--- config.mk ---
export PLATFORM = sky130hd
export DESIGN_NAME = ay_psg_bus_if
export DESIGN_NICKNAME = d
export VERILOG_FILES = /design/src/rtl/ay_pkg.sv /design/src/rtl/ay_cmd_sync.sv /design/src/rtl/ay_psg_bus_if.sv
export SDC_FILE = /design/constraint.sdc
export NUM_CORES = 1
export LEC_CHECK = 0
export BUFFER_PORTS_ARGS = -buffer_cell sky130_fd_sc_hd__clkbuf_2
export CAP_MARGIN = 40
export CELL_PAD_IN_SITES_DETAIL_PLACEMENT = 1
export CELL_PAD_IN_SITES_GLOBAL_PLACEMENT = 1
export CORE_MARGIN = 3
export CORE_UTILIZATION = 50
export CTS_CLUSTER_DIAMETER = 60
export DETAILED_ROUTE_END_ITERATION = 10
export PLACE_DENSITY = 0.84
export SYNTH_ARGS = -nofsm -noshare
export SYNTH_HDL_FRONTEND = slang
export SYNTH_HIERARCHICAL = 1
export SYNTH_SLANG_ARGS = --single-unit
--- constraint.sdc ---
create_clock -name clk -period 3 [get_ports clk]
set_input_delay 0.15 -clock clk [delete_from_list [all_inputs] [get_ports clk]]
set_output_delay 0.15 -clock clk [all_outputs]
set_load 0.02 [all_outputs]
--- src/rtl/ay_pkg.sv ---
// Shared types, register indices and write masks for the AY-3-8910 bus interface.
package ay_pkg;

  typedef enum logic [1:0] {AY_IDLE, AY_ADDR, AY_WRITE, AY_READ} ay_cmd_e;

  localparam logic [3:0] R_MIXER     = 4'd7;
  localparam logic [3:0] R_ENV_SHAPE = 4'd13;
  localparam logic [3:0] R_IOA       = 4'd14;

  // Bits the real chip does not implement read back as zero.
  function automatic logic [7:0] ay_mask(input logic [3:0] idx);
    logic [7:0] m;
    m = 8'hFF;
    case (idx)
      4'd1, 4'd3, 4'd5, 4'd13:  m = 8'h0F;
      4'd6, 4'd8, 4'd9, 4'd10:  m = 8'h1F;
      default:                  m = 8'hFF;
    endcase
    return m;
  endfunction

endpackage

--- src/rtl/ay_cmd_sync.sv ---
// Synchronizes the asynchronous decoder pseudo-commands and accepts a code only after it is stable.
// Multi-hot codes decode as idle and raise a sticky error.
module ay_cmd_sync
  import ay_pkg::*;
#(
  parameter int FILT = 2
) (
  input  logic       clk,
  input  logic       nRESET,
  input  logic [3:0] code_raw,
  output ay_cmd_e    cmd,
  output logic       cmd_vld,
  output logic       err
);

  localparam logic [2:0] FILT_N = 3'(FILT);

  logic [3:0] sync1, sync2, cand;
  logic [2:0] cnt, run_len;

  always_ff @(posedge clk) begin
    if (!nRESET) begin
      sync1 <= '0;
      sync2 <= '0;
      cand  <= '0;
      cnt   <= '0;
      err   <= 1'b0;
    end else begin
      sync1 <= code_raw;
      sync2 <= sync1;
      cand  <= sync2;
      cnt   <= run_len;
      if (cmd_vld && ($countones(sync2) > 1))
        err <= 1'b1;
    end
  end

  // run_len counts the current sample, so acceptance lands FILT edges after the code reaches sync2.
  always_comb begin
    run_len = 3'd1;
    if (sync2 == cand)
      run_len = (cnt == 3'd7) ? 3'd7 : cnt + 3'd1;
    cmd_vld = (run_len >= FILT_N);
    cmd = AY_IDLE;
    case (sync2)
      4'b0010: cmd = AY_ADDR;
      4'b0100: cmd = AY_WRITE;
      4'b1000: cmd = AY_READ;
      default: cmd = AY_IDLE;
    endcase
  end

endmodule

--- src/rtl/ay_psg_bus_if.sv ---
// AY-3-8910 bus side: address latch with chip select, masked register file, read-back and port A.
// Writes commit on the trailing edge of WRPSG, matching the original chip.
module ay_psg_bus_if
  import ay_pkg::*;
#(
  parameter logic [3:0] CHIP_HI = 4'h0,
  parameter int         FILT    = 2
) (
  input  logic       clk,
  input  logic       nRESET,
  input  logic       ay_inact,
  input  logic       ay_laddr,
  input  logic       ay_wrpsg,
  input  logic       ay_rdpsg,
  input  logic [7:0] din,
  output logic [7:0] dq,
  output logic       dq_oe,
  input  logic [3:0] gen_sel,
  output logic [7:0] gen_val,
  output logic       env_restart,
  output logic       wr_evt,
  input  logic [7:0] ioa_in,
  output logic [7:0] ioa_out,
  output logic       ioa_dir,
  output logic       cmd_err
);

  ay_cmd_e    state_q, state_n, acc_cmd;
  logic       acc_vld, commit, sel_q;
  logic [3:0] addr_q;
  logic [7:0] wbuf_q, rd_dat;
  logic [7:0] regs [16];

  ay_cmd_sync #(.FILT(FILT)) u_sync (
    .clk      (clk),
    .nRESET   (nRESET),
    .code_raw ({ay_rdpsg, ay_wrpsg, ay_laddr, ay_inact}),
    .cmd      (acc_cmd),
    .cmd_vld  (acc_vld),
    .err      (cmd_err)
  );

  always_ff @(posedge clk) begin
    if (!nRESET) state_q <= AY_IDLE;
    else         state_q <= state_n;
  end

  always_comb begin
    state_n = state_q;
    if (acc_vld)
      state_n = acc_cmd;
    commit = (state_q == AY_WRITE) && (state_n != AY_WRITE) && sel_q;
    dq_oe  = (state_q == AY_READ) && sel_q;
    rd_dat = regs[addr_q] & ay_mask(addr_q);
    if ((addr_q == R_IOA) && !regs[R_MIXER][6])
      rd_dat = ioa_in;
  end

  // addr_q on the right-hand side is still the pre-edge value, so WRITE->ADDR commits to the old address.
  always_ff @(posedge clk) begin
    if (!nRESET) begin
      addr_q      <= '0;
      sel_q       <= 1'b1;
      wbuf_q      <= '0;
      dq          <= '0;
      wr_evt      <= 1'b0;
      env_restart <= 1'b0;
      for (int i = 0; i < 16; i++)
        regs[i] <= '0;
    end else begin
      wr_evt      <= commit;
      env_restart <= commit && (addr_q == R_ENV_SHAPE);
      if (commit)
        regs[addr_q] <= wbuf_q & ay_mask(addr_q);
      if (state_n == AY_ADDR) begin
        if (din[7:4] == CHIP_HI) begin
          sel_q  <= 1'b1;
          addr_q <= din[3:0];
        end else begin
          sel_q  <= 1'b0;
        end
      end
      if (state_n == AY_WRITE)
        wbuf_q <= din;
      if (state_q == AY_READ)
        dq <= rd_dat;
    end
  end

  assign gen_val = regs[gen_sel] & ay_mask(gen_sel);
  assign ioa_out = regs[R_IOA];
  assign ioa_dir = regs[R_MIXER][6];

endmodule
### Word level (Yosys, flattened, before mapping)

Memory sizes are Yosys's and may differ from the RTL's. A register that Yosys moved wholly into a read port is not among the register bits.
Index checks and enable logic that the tools add are counted.

* bitwise gates (word level): 3
* $add $sub $neg: 4
* equal/unequal tests: 12
* reduce and logical (&&, ||, !) cells: 10
* muxes and demuxes: 21
* order comparisons: 2

Operator list (number)
* 32-bit adder: 1
* 32-bit by 2-bit greater-than comparator with 1-bit output (second input constant): 1
* 8-bit two-way mux: 4
* 4-bit two-way mux: 7
* 8-bit AND: 3
* 4-bit == test (second input constant): 3
* 8-bit OR reduction: 1
* 2-bit == test (second input constant): 3
* 1-bit logical AND: 6
* 1-bit two-way mux: 6
* 3-bit two-way mux: 2
* 2-bit case mux with 3 select lines: 1
* 1-bit by 1-bit adder with 2-bit output: 2
* 4-bit by 2-bit == test with 1-bit output (second input constant): 1
* 4-bit by 3-bit == test with 1-bit output (second input constant): 1
* 4-bit == test: 1
* 4-bit logical NOT: 1
* 3-bit by 1-bit adder with 3-bit output (second input constant): 1
* 3-bit == test (second input constant): 1
* 3-bit by 2-bit >= comparator with 1-bit output (second input constant): 1
* 2-bit by 1-bit == test with 1-bit output (second input constant): 1
* 2-bit two-way mux: 1
* 2-bit inequality test (second input constant): 1
* 2-bit AND reduction: 1
* 1-bit logical NOT: 1

* output and inout bits: 29
* RAM bits: 128
* input port bits: 26
* bits in read-only memories: 192
* register bits: 41
* word-level logic and storage cells: 68
* memories kept: 4

Memories
* regs: depth 16, bits a word 8, read ports 4, clocked after Yosys merged registers in 1, wr ports 16, RTL line ay_psg_bus_if.sv:32 `logic [7:0] regs [16];`
* (name not given): depth 16, bits a word 4, read ports 1, clocked after Yosys merged registers in 0, wr ports 0, RTL line ay_pkg.sv:14 `case (idx)`
* (name not given): depth 16, bits a word 4, read ports 1, clocked after Yosys merged registers in 1, wr ports 0, RTL line ay_pkg.sv:14
* (name not given): depth 16, bits a word 4, read ports 1, clocked after Yosys merged registers in 1, wr ports 0, RTL line ay_pkg.sv:14

### Longest topological paths before layout

* depth after elaboration: 13
* gate-level depth with buffers: 13
* gate-level depth less buffers: 13

### Cells and area by module

Netlist, hierarchy kept.

By module, submodules not included
* ay_psg_bus_if: cells an instance 626, area each 8212.9 sq um, sequential area each 4464.3 sq um, instances 1
* ay_cmd_sync: cells an instance 57, area each 608.1 sq um, sequential area each 320.3 sq um, instances 1

### Worst setup path after synthesis

No wires, ideal clock.

* kind: register to register
* from: reg u_sync.cnt[0]
* to: reg with a tool-made name
* arrival: 2.709 ns
* library setup time: 0.061 ns
* required time: 2.939 ns
* period minus slack after synthesis: 2.770 ns
* setup slack: 0.230 ns
* path buffers: 1
* stages on the path, launching flop included: 13
* path through: dfxtp_1 > ha_1 > nor3_1 > nor2_1 > buf_4 > and3b_1 > o21ai_2 > mux2i_1 > nor2b_1 > ha_1 > a21oi_1 > mux4_2 > nand2_1

RTL lines
* from (decl): RTL line ay_cmd_sync.sv:19 `logic [2:0] cnt, run_len;`
* from (signal assigned): RTL line ay_cmd_sync.sv:32 `cnt <= run_len;`

==> flow_metrics.env <==
export IMPL_outcome="finished clean"
export IMPL_fin_skew_ns=0.00978
export IMPL_ir_drop_mv=0.460
export IMPL_core_mm2=0.0169
export IMPL_grt_pass1_vias=6811
export IMPL_finalSetupViolations=0
export IMPL_area_growth_pct=14.3
export IMPL_num_io_pins=55
export IMPL_multi_input_area_mm2=0.00380
export IMPL_synth_area_per_cell_um2=12.9
export IMPL_synth_distinct_cells=53
export IMPL_maxSlewHeadroom_pct=40.9
export IMPL_nets=784
export IMPL_power_leakage_nw=3.78
export IMPL_cts_tree="built"
export IMPL_synth_seq_area_share_pct=54.2
export IMPL_crit_family="simple AND/OR/NAND/NOR gates"
export IMPL_cap_violations=0
export IMPL_htreeDepth=4
export IMPL_fin_tns_setup_ns=0
export IMPL_rr_startpoint="u_sync/sync2[0]"
export IMPL_p_per_area_mw_per_mm2=526
export IMPL_start_util_pct=52.1
export IMPL_numCtsBuffers=17
export IMPL_path_cells="xnor2_1, nand4_2, nor2_2, inv_1, or4b_4, nor2_4, nand3_1, nand2_1"
export IMPL_setup_slack_ns=0.132
export IMPL_r2r_cells=8
export IMPL_cts_root_buf="clkbuf_16"
export IMPL_synth_edff_count=128
export IMPL_crit_type="reg -> reg"
export IMPL_fin_crit_sh_pct=95.6
export IMPL_yosys_area_top_type="edfxtp_1"
export IMPL_netlist_top_cells_count="edfxtp_1, nor2_1, mux4_2, nand2_1, dfxtp_1"
export IMPL_register_area_mm2=0.00479
export IMPL_crit_cells=8
export IMPL_fp_dieW_um=139
export IMPL_overflow=0
export IMPL_r2r_slack_ns=0.13
export IMPL_insertion_delay_ns=0.44
export IMPL_wl_per_cell_um=27.0
export IMPL_synth_area_mux_share_pct=20.0
export IMPL_slowest_stage="or4b_4"
export IMPL_yosysMostFrequentCell="edfxtp_1"
export IMPL_yosys_warnings=6
export IMPL_place_congestion=0.883
export IMPL_hold_violations=0
export IMPL_drc=0
export IMPL_die_area_mm2=0.0193
export IMPL_synth_nets=716
export IMPL_fp_row_count=47
export IMPL_ys_flop_type="edfxtp_1"
export IMPL_cts_buffer_depth=2
export IMPL_max_freq_ghz=0.349
export IMPL_place_ws_ns=0.0279
export IMPL_crit_end="regs[14][1]"
export IMPL_firstDrtPassIters=5
export IMPL_ys_ff_latch=175
export IMPL_path_max_fanout=8
export IMPL_async_reset_ff_share_pct=0
export IMPL_hp_class="in -> reg"
export IMPL_startpoint="u_sync/sync2[0]"
export IMPL_via_per_inst=6.40
export IMPL_synth_top_cells_by_area="edfxtp_1, mux4_2, dfxtp_1, mux2i_1, nor2_1"
export IMPL_tightest_slew_ns=0.887
export IMPL_max_stage_delay_ns=0.63
export IMPL_n_fill_cell=1683
export IMPL_synthSimpleGateAreaFrac_pct=17.3
export IMPL_vias=6294
export IMPL_dpl_cell_area_mm2=0.00945
export IMPL_grt_pass1_wl_um=40900
export IMPL_crit_required_ns=3.08
export IMPL_critPathBufInv=1
export IMPL_postCtsSetupBuffers=0
export IMPL_syn_area_mm2=0.00882
export IMPL_drive_gt1_share_pct=27.5
export IMPL_synth_top_family_by_area="multiplexers"
export IMPL_grt_antenna_before_repair=1
export IMPL_netlist_area_leader_share_pct=43.6
export IMPL_first_iter_violations=540
export IMPL_synth_xor_area_share_pct=0.596
export IMPL_dieHeight_um=139
export IMPL_drtAntennaViolNets=0
export IMPL_cts_sinks=175
export IMPL_whs_ns=0.0120
export IMPL_syn_inst=683
export IMPL_synthAdderAreaFrac_pct=1.08
export IMPL_arrival_ns=2.95
export IMPL_fin_crit_ns=2.87
export IMPL_io_buffers=54
export IMPL_timing_rr_end="regs[14][1]"
export IMPL_synth_compound_area_share_pct=3.86
export IMPL_crit_path_start_kind="register"
export IMPL_slew_viol_final=0
export IMPL_grt_max_degree=59
export IMPL_dpl_hpwl_um=18800
export IMPL_antenna_cells=0
export IMPL_postLayoutCellArea_mm2=0.0101
export IMPL_path_clk_slew_ns=0.07
export IMPL_grt_usage_pct=27.9
export IMPL_end_kind="register"
export IMPL_wirelength_um=26500
repair_timing:
action / CTS / global route
setup endpoints to repair: 8 / 65
endpoints found under the hold margin: 4 / 0
hold buffers: 4 / 0
gates resized for setup: 1 / 6
per-layer routing:
| metal | GRT usage (%) | up-vias | wire length (um) |
|---|---|---|---|
| met2 | 48.8 | 324 | 13700 |
| met5 | 0 | - | 13 |
| li1 | - | 2687 | - |
| met4 | 8.81 | 2 | 640 |
| met1 | 34.1 | 3224 | 9890 |
| met3 | 7.38 | 57 | 2230 |
worst min path at each step:
| stage | from | end | slack (ns) | depth (start not counted) |
|---|---|---|---|---|
| global route | din[6] | wbuf_q[6] | 0.01 | 3 |
| detailed placement | ay_inact | u_sync/sync1[0] | 0.36 | 2 |
| global placement | ay_rdpsg | u_sync/sync1[3] | 0.36 | 2 |
| floorplan | nRESET | u_sync/cand[2] | 0.28 | 1 |
| finish | din[6] | wbuf_q[6] | 0.01 | 3 |
| CTS | din[6] | wbuf_q[6] | 0.006 | 3 |
layout by cell type, fill, tap and decap left out, types with 6 or more instances in the layout:
cell type | synthesis | final
inv_1 | 8 | 8
mux2i_1 | 33 | 32
edfxtp_1 | 128 | 128
ha_1 | 6 | 6
mux4_2 | 63 | 63
a21oi_1 | 12 | 12
and3_1 | 39 | 39
clkbuf_16 | 0 | 18
nand3_1 | 15 | 15
dfxtp_1 | 47 | 44
nor2b_1 | 25 | 25
o21ai_0 | 9 | 9
and2_1 | 44 | 44
nor3_1 | 16 | 15
nand2_1 | 50 | 49
buf_4 | 7 | 39
nor2_1 | 78 | 77
clkbuf_2 | 2 | 54
registers in the layout, summed over array words and instances (netlist names), 2 cells and up, named ones only:
signal,count
u_sync/cand,4
state_q,2
regs,128
u_sync/sync2,4
wbuf_q,8
u_sync/sync1,4
addr_q,4
u_sync/cnt,3
dq,8
where the power goes:
part | switching [W] | internal [W]
sequential | 0.0000718 | 0.00266
clock | 0.000998 | 0.00115
combinational | 0.000239 | 0.000179
total | 0.00131 | 0.00400
final cells by class:
| class | instances | share of cell area [%] |
|---|---|---|
| flip-flops and latches | 175 | 47.5 |
| well taps | 220 | 2.73 |
| clock inverters | 12 | 0.968 |
| multi-input cells | 450 | 37.7 |
| inverters | 9 | 0.335 |
| repair buffers | 98 | 6.18 |
| clock buffers | 20 | 4.64 |
worst register-to-register path, delay by kind of cell (launching register included):
kind,cells,cell delay (ns)
xor gates and xnor gates,1,0.24
buffers and inverters,1,0.08
DFF,1,0.35
and+or+nand+nor,6,1.84
stage by stage:
stage | total power, W | instances | utilization [%]
final | 0.00530 | 984 | 59.5
after global routing | 0.00545 | 984 | 59.5
after CTS | 0.00531 | 984 | 59.4
after detailed placement | 0.00319 | 948 | 55.8
after global placement | 0.00316 | 947 | 55.8
after floorplan | 0.00302 | 683 | -
logic make-up after synthesis:
family / count (synthesis)
adders and majority gates: 7
AOI/OAI and AO/OA: 49
xor gates and xnor gates: 6
and+or+nand+nor: 291
buffers and inverters: 58
DFF: 175
muxes: 97
(Power assumes the default switching activity.)
